==> src/rtl/mem_port_arbiter.sv <==
// mem_port_arbiter: shares one single-port RAM between fetch and the memory stage,
// one access outstanding, memory stage first, with an optional BUSY timeout.
module mem_port_arbiter #(
   parameter int unsigned TIMEOUT = 16
) (
   input  logic        clk,
   input  logic        rst,
   input  logic        if_req,
   input  logic [31:0] if_addr,
   output logic        if_ack,
   output logic [31:0] if_rdata,
   input  logic        mem_req,
   input  logic        mem_we,
   input  logic [31:0] mem_addr,
   input  logic [31:0] mem_wdata,
   output logic        mem_ack,
   output logic [31:0] mem_rdata,
   output logic        stall_if,
   output logic        stall_mem,
   output logic        ram_en,
   output logic        ram_we,
   output logic [31:0] ram_addr,
   output logic [31:0] ram_wdata,
   input  logic [31:0] ram_rdata,
   input  logic        ram_ready,
   output logic        bus_err
);
   typedef enum logic [1:0] {IDLE, BUSY_IF, BUSY_MEM} state_t;
   localparam int unsigned CW = (TIMEOUT > 1) ? $clog2(TIMEOUT + 1) : 1;
   state_t state_q, state_d;
   logic [CW-1:0] cnt_q, cnt_d;
   logic ram_en_q, ram_en_d, ram_we_q, ram_we_d;
   logic if_ack_q, if_ack_d, mem_ack_q, mem_ack_d, bus_err_q, bus_err_d;
   logic [31:0] ram_addr_q, ram_addr_d, ram_wdata_q, ram_wdata_d;
   logic [31:0] if_rdata_q, if_rdata_d, mem_rdata_q, mem_rdata_d, rdata;
   logic tmo, done;
   assign tmo   = (TIMEOUT != 0) && !ram_ready && (cnt_q == CW'(TIMEOUT - 1));
   assign done  = ram_ready | tmo;
   assign rdata = ram_ready ? ram_rdata : '0;
   always_comb begin
      state_d     = state_q;
      cnt_d       = cnt_q;
      ram_en_d    = ram_en_q;
      ram_we_d    = ram_we_q;
      ram_addr_d  = ram_addr_q;
      ram_wdata_d = ram_wdata_q;
      if_rdata_d  = if_rdata_q;
      mem_rdata_d = mem_rdata_q;
      if_ack_d    = 1'b0;
      mem_ack_d   = 1'b0;
      bus_err_d   = bus_err_q;
      if (state_q == IDLE) begin
         // a side being acked this cycle sits out, which makes held requests alternate
         if (mem_req && !mem_ack_q) begin
            state_d     = BUSY_MEM;
            cnt_d       = '0;
            ram_en_d    = 1'b1;
            ram_we_d    = mem_we;
            ram_addr_d  = mem_addr;
            ram_wdata_d = mem_wdata;
         end else if (if_req && !if_ack_q) begin
            state_d    = BUSY_IF;
            cnt_d      = '0;
            ram_en_d   = 1'b1;
            ram_we_d   = 1'b0;
            ram_addr_d = if_addr;
         end
      end else if (done) begin
         state_d    = IDLE;
         ram_en_d   = 1'b0;
         ram_we_d   = 1'b0;
         if_ack_d   = state_q == BUSY_IF;
         mem_ack_d  = state_q == BUSY_MEM;
         if_rdata_d = (state_q == BUSY_IF) ? rdata : if_rdata_q;
         mem_rdata_d = (state_q == BUSY_MEM && !ram_we_q) ? rdata : mem_rdata_q;
         bus_err_d  = bus_err_q | tmo;
      end else begin
         cnt_d = cnt_q + 1'b1;
      end
   end
   always_ff @(posedge clk or negedge rst) begin
      if (!rst) begin
         state_q     <= IDLE;
         cnt_q       <= '0;
         ram_en_q    <= 1'b0;
         ram_we_q    <= 1'b0;
         ram_addr_q  <= '0;
         ram_wdata_q <= '0;
         if_rdata_q  <= '0;
         mem_rdata_q <= '0;
         if_ack_q    <= 1'b0;
         mem_ack_q   <= 1'b0;
         bus_err_q   <= 1'b0;
      end else begin
         state_q     <= state_d;
         cnt_q       <= cnt_d;
         ram_en_q    <= ram_en_d;
         ram_we_q    <= ram_we_d;
         ram_addr_q  <= ram_addr_d;
         ram_wdata_q <= ram_wdata_d;
         if_rdata_q  <= if_rdata_d;
         mem_rdata_q <= mem_rdata_d;
         if_ack_q    <= if_ack_d;
         mem_ack_q   <= mem_ack_d;
         bus_err_q   <= bus_err_d;
      end
   end
   assign if_ack    = if_ack_q;
   assign mem_ack   = mem_ack_q;
   assign if_rdata  = if_rdata_q;
   assign mem_rdata = mem_rdata_q;
   assign ram_en    = ram_en_q;
   assign ram_we    = ram_we_q;
   assign ram_addr  = ram_addr_q;
   assign ram_wdata = ram_wdata_q;
   assign bus_err   = bus_err_q;
   assign stall_if  = rst & if_req & ~if_ack_q;
   assign stall_mem = rst & mem_req & ~mem_ack_q;
endmodule

==> config.mk <==
export PLATFORM = sky130hd
export DESIGN_NAME = mem_port_arbiter
export DESIGN_NICKNAME = d
export VERILOG_FILES = /design/src/rtl/mem_port_arbiter.sv
export SDC_FILE = /design/constraint.sdc
export NUM_CORES = 1
export LEC_CHECK = 0
export ABC_AREA = 0
export BUFFER_PORTS_ARGS = -buffer_cell sky130_fd_sc_hd__clkbuf_2
export CELL_PAD_IN_SITES_DETAIL_PLACEMENT = 1
export CELL_PAD_IN_SITES_GLOBAL_PLACEMENT = 2
export CORE_ASPECT_RATIO = 0.8
export CORE_MARGIN = 4
export CORE_UTILIZATION = 28
export DETAILED_ROUTE_END_ITERATION = 10
export GPL_ROUTABILITY_DRIVEN = 0
export GPL_TIMING_DRIVEN = 0
export PLACE_DENSITY_LB_ADDON = 0.1
export SLEW_MARGIN = 20
export SYNTH_ARGS = -nofsm -noshare
export SYNTH_HDL_FRONTEND = slang
export SYNTH_SLANG_ARGS = --single-unit
==> constraint.sdc <==
create_clock -name clk -period 2.35 [get_ports clk]
set_clock_uncertainty 0.1 [all_clocks]
set_input_delay 0.235 -clock clk [delete_from_list [all_inputs] [get_ports clk]]
set_output_delay 0.235 -clock clk [all_outputs]
set_load 0.01 [all_outputs]
After elaboration in Yosys (flattened, before gate mapping)
Index checks and enable logic that the tools add are counted.
{ "totals": {"regBits": 140, "latchBits": 0, "mem_bits_rw": 0, "mem_bits_ro": 0, "in_bits": 134, "mem_count": 0} }
{ "classes": {"add_sub_neg": 1, "mul": 0, "div": 0, "magnitude_cmp": 0, "n_eq_ne": 5, "shift": 0, "muxes": 22, "bitwise_logic": 9, "n_reduce_logical": 18} }
{ "ops": {"columns": ["op", "count"], "rows": [
  ["32-bit 2-to-1 mux", 3],
  ["5-bit 2-to-1 mux", 4],
  ["1-bit 2-to-1 mux", 11],
  ["2-bit AND reduction", 5],
  ["2-bit 2-to-1 mux", 4],
  ["3-bit AND reduction", 2],
  ["5-bit by 1-bit adder with 5-bit output (second input constant)", 1],
  ["5-bit by 4-bit equality test with 1-bit output (second input constant)", 1],
  ["1-bit bitwise AND", 4],
  ["1-bit logical AND", 4],
  ["1-bit zero test", 4],
  ["2-bit nonzero test", 2],
  ["3-bit by 1-bit != test with 1-bit output (second input constant)", 1],
  ["1-bit NOT", 3],
  ["2-bit by 1-bit equality test with 1-bit output (second input constant)", 1],
  ["2-bit equality test (second input constant)", 1],
  ["2-bit zero test", 1],
  ["2-bit by 1-bit != test with 1-bit output (second input constant)", 1],
  ["1-bit OR", 2]
]} }

Longest topological paths before layout
Gate-level depths: netlist of run 1.
{ "depth": {"word_depth": 5, "depth_mapped": 9, "depth_no_buf": 7} }

Worst setup path before layout of run 1
OpenSTA, ideal clock, no wires.
{ "synth_path": {"path_kind": "reg-to-reg", "startpoint": "register cnt_q[0]", "endpoint": "register mem_rdata_q[22], in the netlist mem_rdata[22]", "setup_ns": 0.126, "arrival_ns": 1.851, "required_time_ns": 2.124, "setup_slack_ns": 0.273, "path_stages_with_launch": 10, "synth_period_minus_slack_ns": 2.077, "cell_sequence": "dfrtp_1 ha_1 and3_1 ha_1 nor2_1 or4b_1 buf_2 buf_2 nand2_1 o21ai_0"} }
{ "synth_via": {"elab_chain_cells": 4} }
{ "synth_lines": {"columns": ["element", "line", "source"], "rows": [
  ["from (decl)", "31", "logic [CW-1:0] cnt_q, cnt_d;"],
  ["from (signal assigned)", "96", "cnt_q <= cnt_d;"],
  ["5-bit by 4-bit equality test with 1-bit output", "37", "assign tmo = (TIMEOUT != 0) && !ram_ready && (cnt_q == CW'(TIMEOUT - 1));"],
  ["1-bit logical AND", "37", null],
  ["1-bit OR", "38", "assign done = ram_ready | tmo;"],
  ["3-bit AND reduction (no source line)", null, null],
  ["to (signal assigned)", "102", "mem_rdata_q <= mem_rdata_d;"],
  ["to (decl)", "35", "logic [31:0] if_rdata_q, if_rdata_d, mem_rdata_q, mem_rdata_d, rdata;"]
]} }
Every way passes these cells.
A chain may end at the register's enable or synchronous reset.

Worst setup path in the final report of run 1
{ "layout_path": {"startpoint": "register cnt_q[1]", "endpoint": "register mem_rdata_q[3], in the netlist mem_rdata[3]"} }
The elaborated chain is that of the path after synthesis.

==> results of run 1 <==
[final timing paths]
path | cells past startpoint | from | endpoint
setup / recovery | 9 | cnt_q[1] | mem_rdata[3]
hold / removal | 1 | rst | mem_rdata[14]
setup reg to reg | 9 | cnt_q[1] | mem_rdata[3]
hold reg to reg | 2 | ram_addr[15] | ram_addr[15]
max in group asynchronous | 2 | rst | ram_en
min in group clk | 3 | if_addr[15] | ram_addr[15]
[power by group through the flow]
stage | Combinational, mW | Sequential (mW) | Clock (mW)
floorplan | 1.64 | 4.52 | 0
global placement | 3.90 | 4.06 | 0
detailed placement | 4.01 | 4.11 | 0
CTS | 4.13 | 4.08 | 2.68
global route | 4.53 | 4.21 | 2.78
finish | 4.08 | 4.07 | 2.59
[Yosys cell counts]
library cell	n	area share
ha_1	2	0.0045
a21oi_1	5	0.0045
a22oi_1	1	0.0013
nor2_1	5	0.0033
a21o_1	1	0.0013
or3_1	1	0.0011
nor3_1	2	0.0018
mux2_2	33	0.066
nor3b_1	1	0.0013
o21bai_1	1	0.0013
a32o_1	33	0.059
o21ai_1	27	0.024
clkbuf_1	22	0.015
inv_1	5	0.0033
nor2_2	1	0.0011
or4b_1	1	0.0018
nor2b_1	3	0.0033
and3_1	1	0.0011
or2_2	1	0.0011
nand2b_1	2	0.0022
nand4_1	1	0.0011
mux2i_1	32	0.057
a22o_1	2	0.0031
nand2_1	96	0.064
buf_2	13	0.012
dfrtp_1	140	0.63
and2_1	2	0.0022
o21ai_0	41	0.037
[metrics by stage]
stage	total power, mW	util	cell area (um^2)
after global placement	7.96	0.376	7270
final	10.7	0.450	8690
after floorplan	6.16	-	5600
after global routing	11.5	0.450	8690
after detailed placement	8.13	0.378	7300
after CTS	10.9	0.447	8640
[worst reg2reg max path, stage by stage, from the launching register on]
cell and delay (ps):
dfrtp_1 380, ha_2 210, and3_1 210, ha_4 170, nor2_4 50, or4b_1 470
buf_4 190, clkbuf_4 190, nand2_1 80, o21ai_1 60
[registers in the layout, summed over array words and instances, names as in the netlist]
name and cells:
mem_ack 1, ram_addr 32, bus_err 1, ram_en 1
if_ack 1, if_rdata 32, state_q 2, cnt_q 5
mem_rdata 32, ram_we 1, ram_wdata 32
[layout by cell type, fill, tap and decap left out, drive strengths merged]
master / synthesis / layout
clkbuf: 22 / 312
dfrtp: 140 / 140
nand2: 96 / 96
dlygate4sd3: 0 / 76
o21ai: 68 / 68
mux2: 33 / 33
a32o: 33 / 33
mux2i: 32 / 32
buf: 13 / 15
inv: 5 / 7
nor2: 6 / 6
a21oi: 5 / 5
clkinv: 0 / 4
nor2b: 3 / 3
and2: 2 / 2
nor3: 2 / 2
a22o: 2 / 2
clkinvlp: 0 / 2
nand2b: 2 / 2
ha: 2 / 2
and3: 1 / 1
nor3b: 1 / 1
or2: 1 / 1
nand4: 1 / 1
or3: 1 / 1
or4b: 1 / 1
a21o: 1 / 1
a22oi: 1 / 1
o21bai: 1 / 1
bufinv: 0 / 1
[cell families (layout without fill, tap and decap cells)]
logic type	count (synthesis)	count (layout)	share of synthesized area
flip-flops	140	140	0.625
AND/OR/NAND/NOR	117	117	0.0860
AO/OA/AOI/OAI	111	111	0.131
multiplexers	65	65	0.123
buffers and inverters	40	417	0.0297
adder cells (fa/ha/maj)	2	2	0.00446
[per-layer routing]
layer	global-route usage	part of all wire	vias up
met5	0	0	-
met4	0.0609	0.016	0
met3	0.0462	0.061	22
met2	0.297	0.49	178
met1	0.226	0.44	2520
li1	-	-	2406
[cell type report]
| type | count | area [um^2] |
|---|---|---|
| Clock buffer | 22 | 484 |
| Clock inverter | 9 | 86.3 |
| Timing Repair Buffer | 347 | 2150 |
| Inverter | 5 | 18.8 |
| Buffer | 34 | 158 |
| Multi-Input combinational cell | 295 | 1960 |
| Fill cell | 2186 | 10600 |
| Tap cell | 258 | 323 |
| Sequential cell | 140 | 3500 |
[timing repair]
| action | in CTS | in global routing |
|---|---|---|
| gates resized for setup | 3 | 15 |
| pin swaps | 0 | 0 |
| endpoints found under the setup margin | 31 | 53 |
| setup buffers | 0 | 2 |
| hold endpoints to repair | 177 | 74 |
==> summary.md, run 1 <==
| Metric | Value |
|---|---|
| WP data arrival | `2420 ps` |
| # hold bufs at CTS | `76` |
| Req. time, crit path | `2540 ps` |
| Leakage power | `4.39 nW` |
| First-pass GRT wire length | `31,900 um` |
| Yosys cell types | `28` |
| Clk_lat worst skew | `410 ps` |
| Min cycle time layout | `2230 ps` |
| Critical path type | `flop to flop` |
| Psw | `3.88 mW` |
| Status | `complete, but fails checks` |
| #FFs+latches synth | `140` |
| Gr usage total | `0.178` |
| Max Cap Viol | `0` |
| Finished Layout Cells | `1,110` |
| Synthesized cell area | `0.00560 mm^2` |
| Worst Path Buf+Inv | `2` |
| Setup crit start kind | `flop` |
| Worst Max-Slew Pin Slew | `631 ps` |
| Worst-path fanout max | `10` |
| Layout cells sized above 1 | `0.418` |
| Largest net degree at the start of global routing | `76` |
| Flop pwr share | `0.379` |
| CTS tree | `built` |
| Port buffer count | `268` |
| Syn-to-layout area delta | `55.0%` |
| Total CTS buffers | `17` |
| Initial Utilization | `0.290` |
| Hold WC Path Type | `input port to asynchronous set/reset pin` |
| Post-DP HPWL | `14,400 um` |
| CP peak stage delay | `460 ps` |
| Antenna violations before repair | `0` |
| Final hold violations | `74` |
| Slack of the critical path | `119 ps` |
| Cells after DPL | `1,002` |
| Final Setup Violations | `0` |
| Final period utilization | `0.949` |
| DRT iter0 DRCs | `205` |
| # DRC | `0` |
| Ys Warns | `0` |
| Die Y | `135 um` |
| Via count | `5,126` |
| Comb pwr share | `0.380` |
| Violated checks | `negative hold slack` |
| Hold slack | `-273 ps` |
| Total core area | `0.0193 mm^2` |
| Setup TNS | `0 ps` |
| Final slew viol count | `0` |
| Internal power | `6.85 mW` |
| Post-place setup slack | `-90.6 ps` |
| Clock power share | `0.241` |
| Fmax | `448 MHz` |
| Reg2Reg Setup Slack | `120 ps` |
| Syn nets | `611` |
| CP delay by family, top | `simple AND/OR/NAND/NOR gates` |
| Number of placed I/O pins | `269` |
| Post-Synthesis Cells | `475` |
| Vias in the first global route | `5,746` |
| Die area | `0.0224 mm^2` |
| Rel. slew slack | `0.580` |
| ANT nets after route | `0` |
| Max clock buf depth | `2` |
| DR WL/cell | `17.6 um` |
| Vias per cell | `4.62` |
| WL final | `19,500 um` |
| Pre-antenna DRT Iters | `5` |
| Clock Tree Root | `clkbuf_16` |
| Core Rows | `45` |
| Worst-path clk slew | `60 ps` |
| Final antenna diode count | `0` |
| Switching portion of total power | `0.362` |
| H-tree level count | `4` |
| Fin nets | `976` |
| Grt ovf | `0` |
| Pwr/cell area | `1240 mW/mm^2` |
| Die X | `166 um` |
| Critical path cell sequence | `ha_2, and3_1, ha_4, nor2_4, or4b_1, buf_4, clkbuf_4, nand2_1, o21ai_1` |
| # clock sinks | `140` |
| Slowest-stage cell, CP | `or4b_1` |
| Syn Area/Cell | `11.8 um^2` |
| VDD IR-drop max | `405 uV` |
| Crit path capture type | `flop` |
| Sequential share of the synthesized area | `0.625` |
Power figures use the tool's default switching activity.
==> run 2: changes to the inputs <==
--- a/config.mk
+++ b/config.mk
@@ -9,7 +9,7 @@
 export BUFFER_PORTS_ARGS = -buffer_cell sky130_fd_sc_hd__clkbuf_2
 export CELL_PAD_IN_SITES_DETAIL_PLACEMENT = 1
 export CELL_PAD_IN_SITES_GLOBAL_PLACEMENT = 2
-export CORE_ASPECT_RATIO = 0.8
+export CORE_ASPECT_RATIO = 0.75
 export CORE_MARGIN = 4
 export CORE_UTILIZATION = 28
 export DETAILED_ROUTE_END_ITERATION = 10
==> run 2 against run 1 <==
Net effect: utilization fell by 0.50 points; design area fell by 0.22%; combinational power barely moved; flip-flop and latch count did not move; the flow now finishes without violations; critical path depth did not move.
==> summary.md, run 2 (synthesized netlist as in run 1, its figures left out) <==
| Metric | Value |
|---|---|
| Status | `complete, no violations` |
| Largest net degree at the start of global routing | `82 (+7.9%)` |
| Slowest-stage cell, CP | `or4b_1` |
| WL final | `19,400 um (-0.27%)` |
| Commonest cells after routing, fill and taps aside | `269 x clkbuf_2, 140 x dfrtp_1, 96 x nand2_1` |
| Finished Core Util | `0.445 (-0.00503)` |
| Die area | `0.0224 mm^2 (about the same)` |
| Most common cell after layout, fill and taps aside | `clkbuf_2` |
| Crit path capture type | `flop` |
| Gr usage total | `0.174 (-0.00431)` |
| Via count | `5,111 (-0.29%)` |
| Worst-path fanout max | `10 (unchanged)` |
| Leakage power | `4.40 nW (about the same)` |
| Clock Tree Root | `clkbuf_16` |
| Total CTS buffers | `17 (unchanged)` |
| Worst-path clk slew | `60 ps (about the same)` |
| WP data arrival | `2450 ps (+30 ps)` |
| # DRC | `0 (unchanged)` |
| Die X | `171 um (+3.1%)` |
| Total core area | `0.0195 mm^2 (+0.91%)` |
| Critical path depth | `9 (unchanged)` |
| Layout cells sized above 1 | `0.420 (+0.00247)` |
| Final antenna diode count | `0 (unchanged)` |
| ANT nets after route | `0 (unchanged)` |
| Number of placed I/O pins | `269 (unchanged)` |
| Worst Path Buf+Inv | `2 (unchanged)` |
| Filler cell count | `2,172 (-0.64%)` |
| # clock sinks | `140 (unchanged)` |
| Final slew viol count | `0 (unchanged)` |
| Setup crit start kind | `flop` |
| Slack of the critical path | `84.4 ps (-34.8 ps)` |
| Critical path cell sequence | `ha_2, and3_1, ha_4, nor2_2, or4b_1, buf_4, buf_4, nand2_1, o21ai_1` |
| Req. time, crit path | `2540 ps (about the same)` |
| Hold WC Path Type | `input port to flop` |
| Post-place setup slack | `-78.3 ps (+12.3 ps)` |
| Antenna violations before repair | `0 (unchanged)` |
| First-pass GRT wire length | `30,300 um (-4.8%)` |
| Metal1 wirelength | `8330 um (-1.9%)` |
| Min cycle time layout | `2270 ps (+34.8 ps)` |
| Final Power | `11.0 mW (+2.0%)` |
| Final hold violations | `0 (-100%)` |
| Port buffer count | `268 (unchanged)` |
| DRT iter0 DRCs | `311 (+52%)` |
| Fmax | `441 MHz (-1.5%)` |
| Pwr/cell area | `1260 mW/mm^2 (+2.3%)` |
| Worst Max-Slew Pin Slew | `568 ps (-62.4 ps)` |
| Fin nets | `970 (-0.61%)` |
| Clk_lat worst skew | `410 ps (about the same)` |
| Max Cap Viol | `0 (unchanged)` |
| Pre-antenna DRT Iters | `4 (-1)` |
| Die Y | `131 um (-3.0%)` |
| Grt ovf | `0 (unchanged)` |
| Critical path type | `flop to flop` |
| Initial Utilization | `0.288 (-0.00263)` |
| Vias in the first global route | `5,510 (-4.1%)` |
| Rel. slew slack | `0.621 (+0.0416)` |
| Met2 wire len | `9540 um (+0.34%)` |
| CP delay by family, top | `simple AND/OR/NAND/NOR gates` |
| DR WL/cell | `17.7 um (+0.63%)` |
| Max Used Layer | `met4` |
| Syn-to-layout area delta | `54.7%` |
| Max clock buf depth | `2 (unchanged)` |
| Final Setup Violations | `0 (unchanged)` |
| Most frequent CP cell | `buf_4` |
| VDD IR-drop max | `466 uV (+15%)` |
| Hold depth | `3` |
| H-tree level count | `4 (unchanged)` |
| Core Rows | `44 (-2.2%)` |
| R2R depth | `9 (unchanged)` |
| Final period utilization | `0.964 (+0.0148)` |
| CP peak stage delay | `480 ps (+20 ps)` |
| Post-DP HPWL | `14,400 um (about the same)` |
| Met3 wire len | `1350 um (+14%)` |
| CTS tree | `built` |
| Vias per cell | `4.65 (+0.61%)` |
[run 2: path summary, 6_finish.rpt]
kind | start | endpoint | slack, ps
hold / removal | mem_addr[31] | ram_addr[31] | 20
hold reg to reg | mem_rdata[25] | mem_rdata[25] | 380
max in group asynchronous | rst | mem_ack | 1440
min in group asynchronous | rst | if_rdata[10] | 300
setup / recovery | cnt_q[1] | mem_rdata[8] | 80
setup reg to reg | cnt_q[1] | mem_rdata[8] | 80
[run 2: final cells by class]
type	instances	area [um^2]	area share
multi-input cells	295	1950	0.225
inverters	5	18.8	0.00217
well taps	253	317	0.0365
clock inverters	13	161	0.0186
clock buffers	19	443	0.0511
plain buffers	34	161	0.0186
repair buffers	341	2110	0.244
flip-flops and latches	140	3500	0.404
[run 2: metrics by stage]
stage          hold slack (ps)  TNS, ps  std cells  cell area (um^2)
2_1_floorplan             -161        0        475              5600
3_3_place_gp               363  -216660        996              7260
3_5_place_dp               157    -1390        997              7300
4_1_cts                   1.19        0       1098              8620
5_1_grt                   9.91    -5.12       1100              8670
6_report                  20.5        0       1100              8670
[run 2: what timing repair did]
action,4_1_cts,5_1_grt
pin swaps,0,0
setup buffers,0,2
endpoints found under the setup margin,33,60
gates cloned,0,0
hold buffers,69,1
endpoints found under the hold margin,155,1
resized for setup,3,17
[run 2: where the power goes]
group	switching, mW	internal [mW]
Combinational	2.28	1.81
Clock	1.07	1.71
Sequential	0.613	3.48
Total	3.96	6.99
[run 2: worst min-delay path, cell delays in order]
cell and delay (ps):
clkbuf_2 80, mux2i_1 50, o21ai_0 140
[run 2: routing by layer]
metal / vias to the layer above / global-route usage
met3: 18 / 0.0505
met4: 0 / 0.0429
li1: 2394 / -
met1: 2521 / 0.223
met5: - / 0
met2: 178 / 0.292
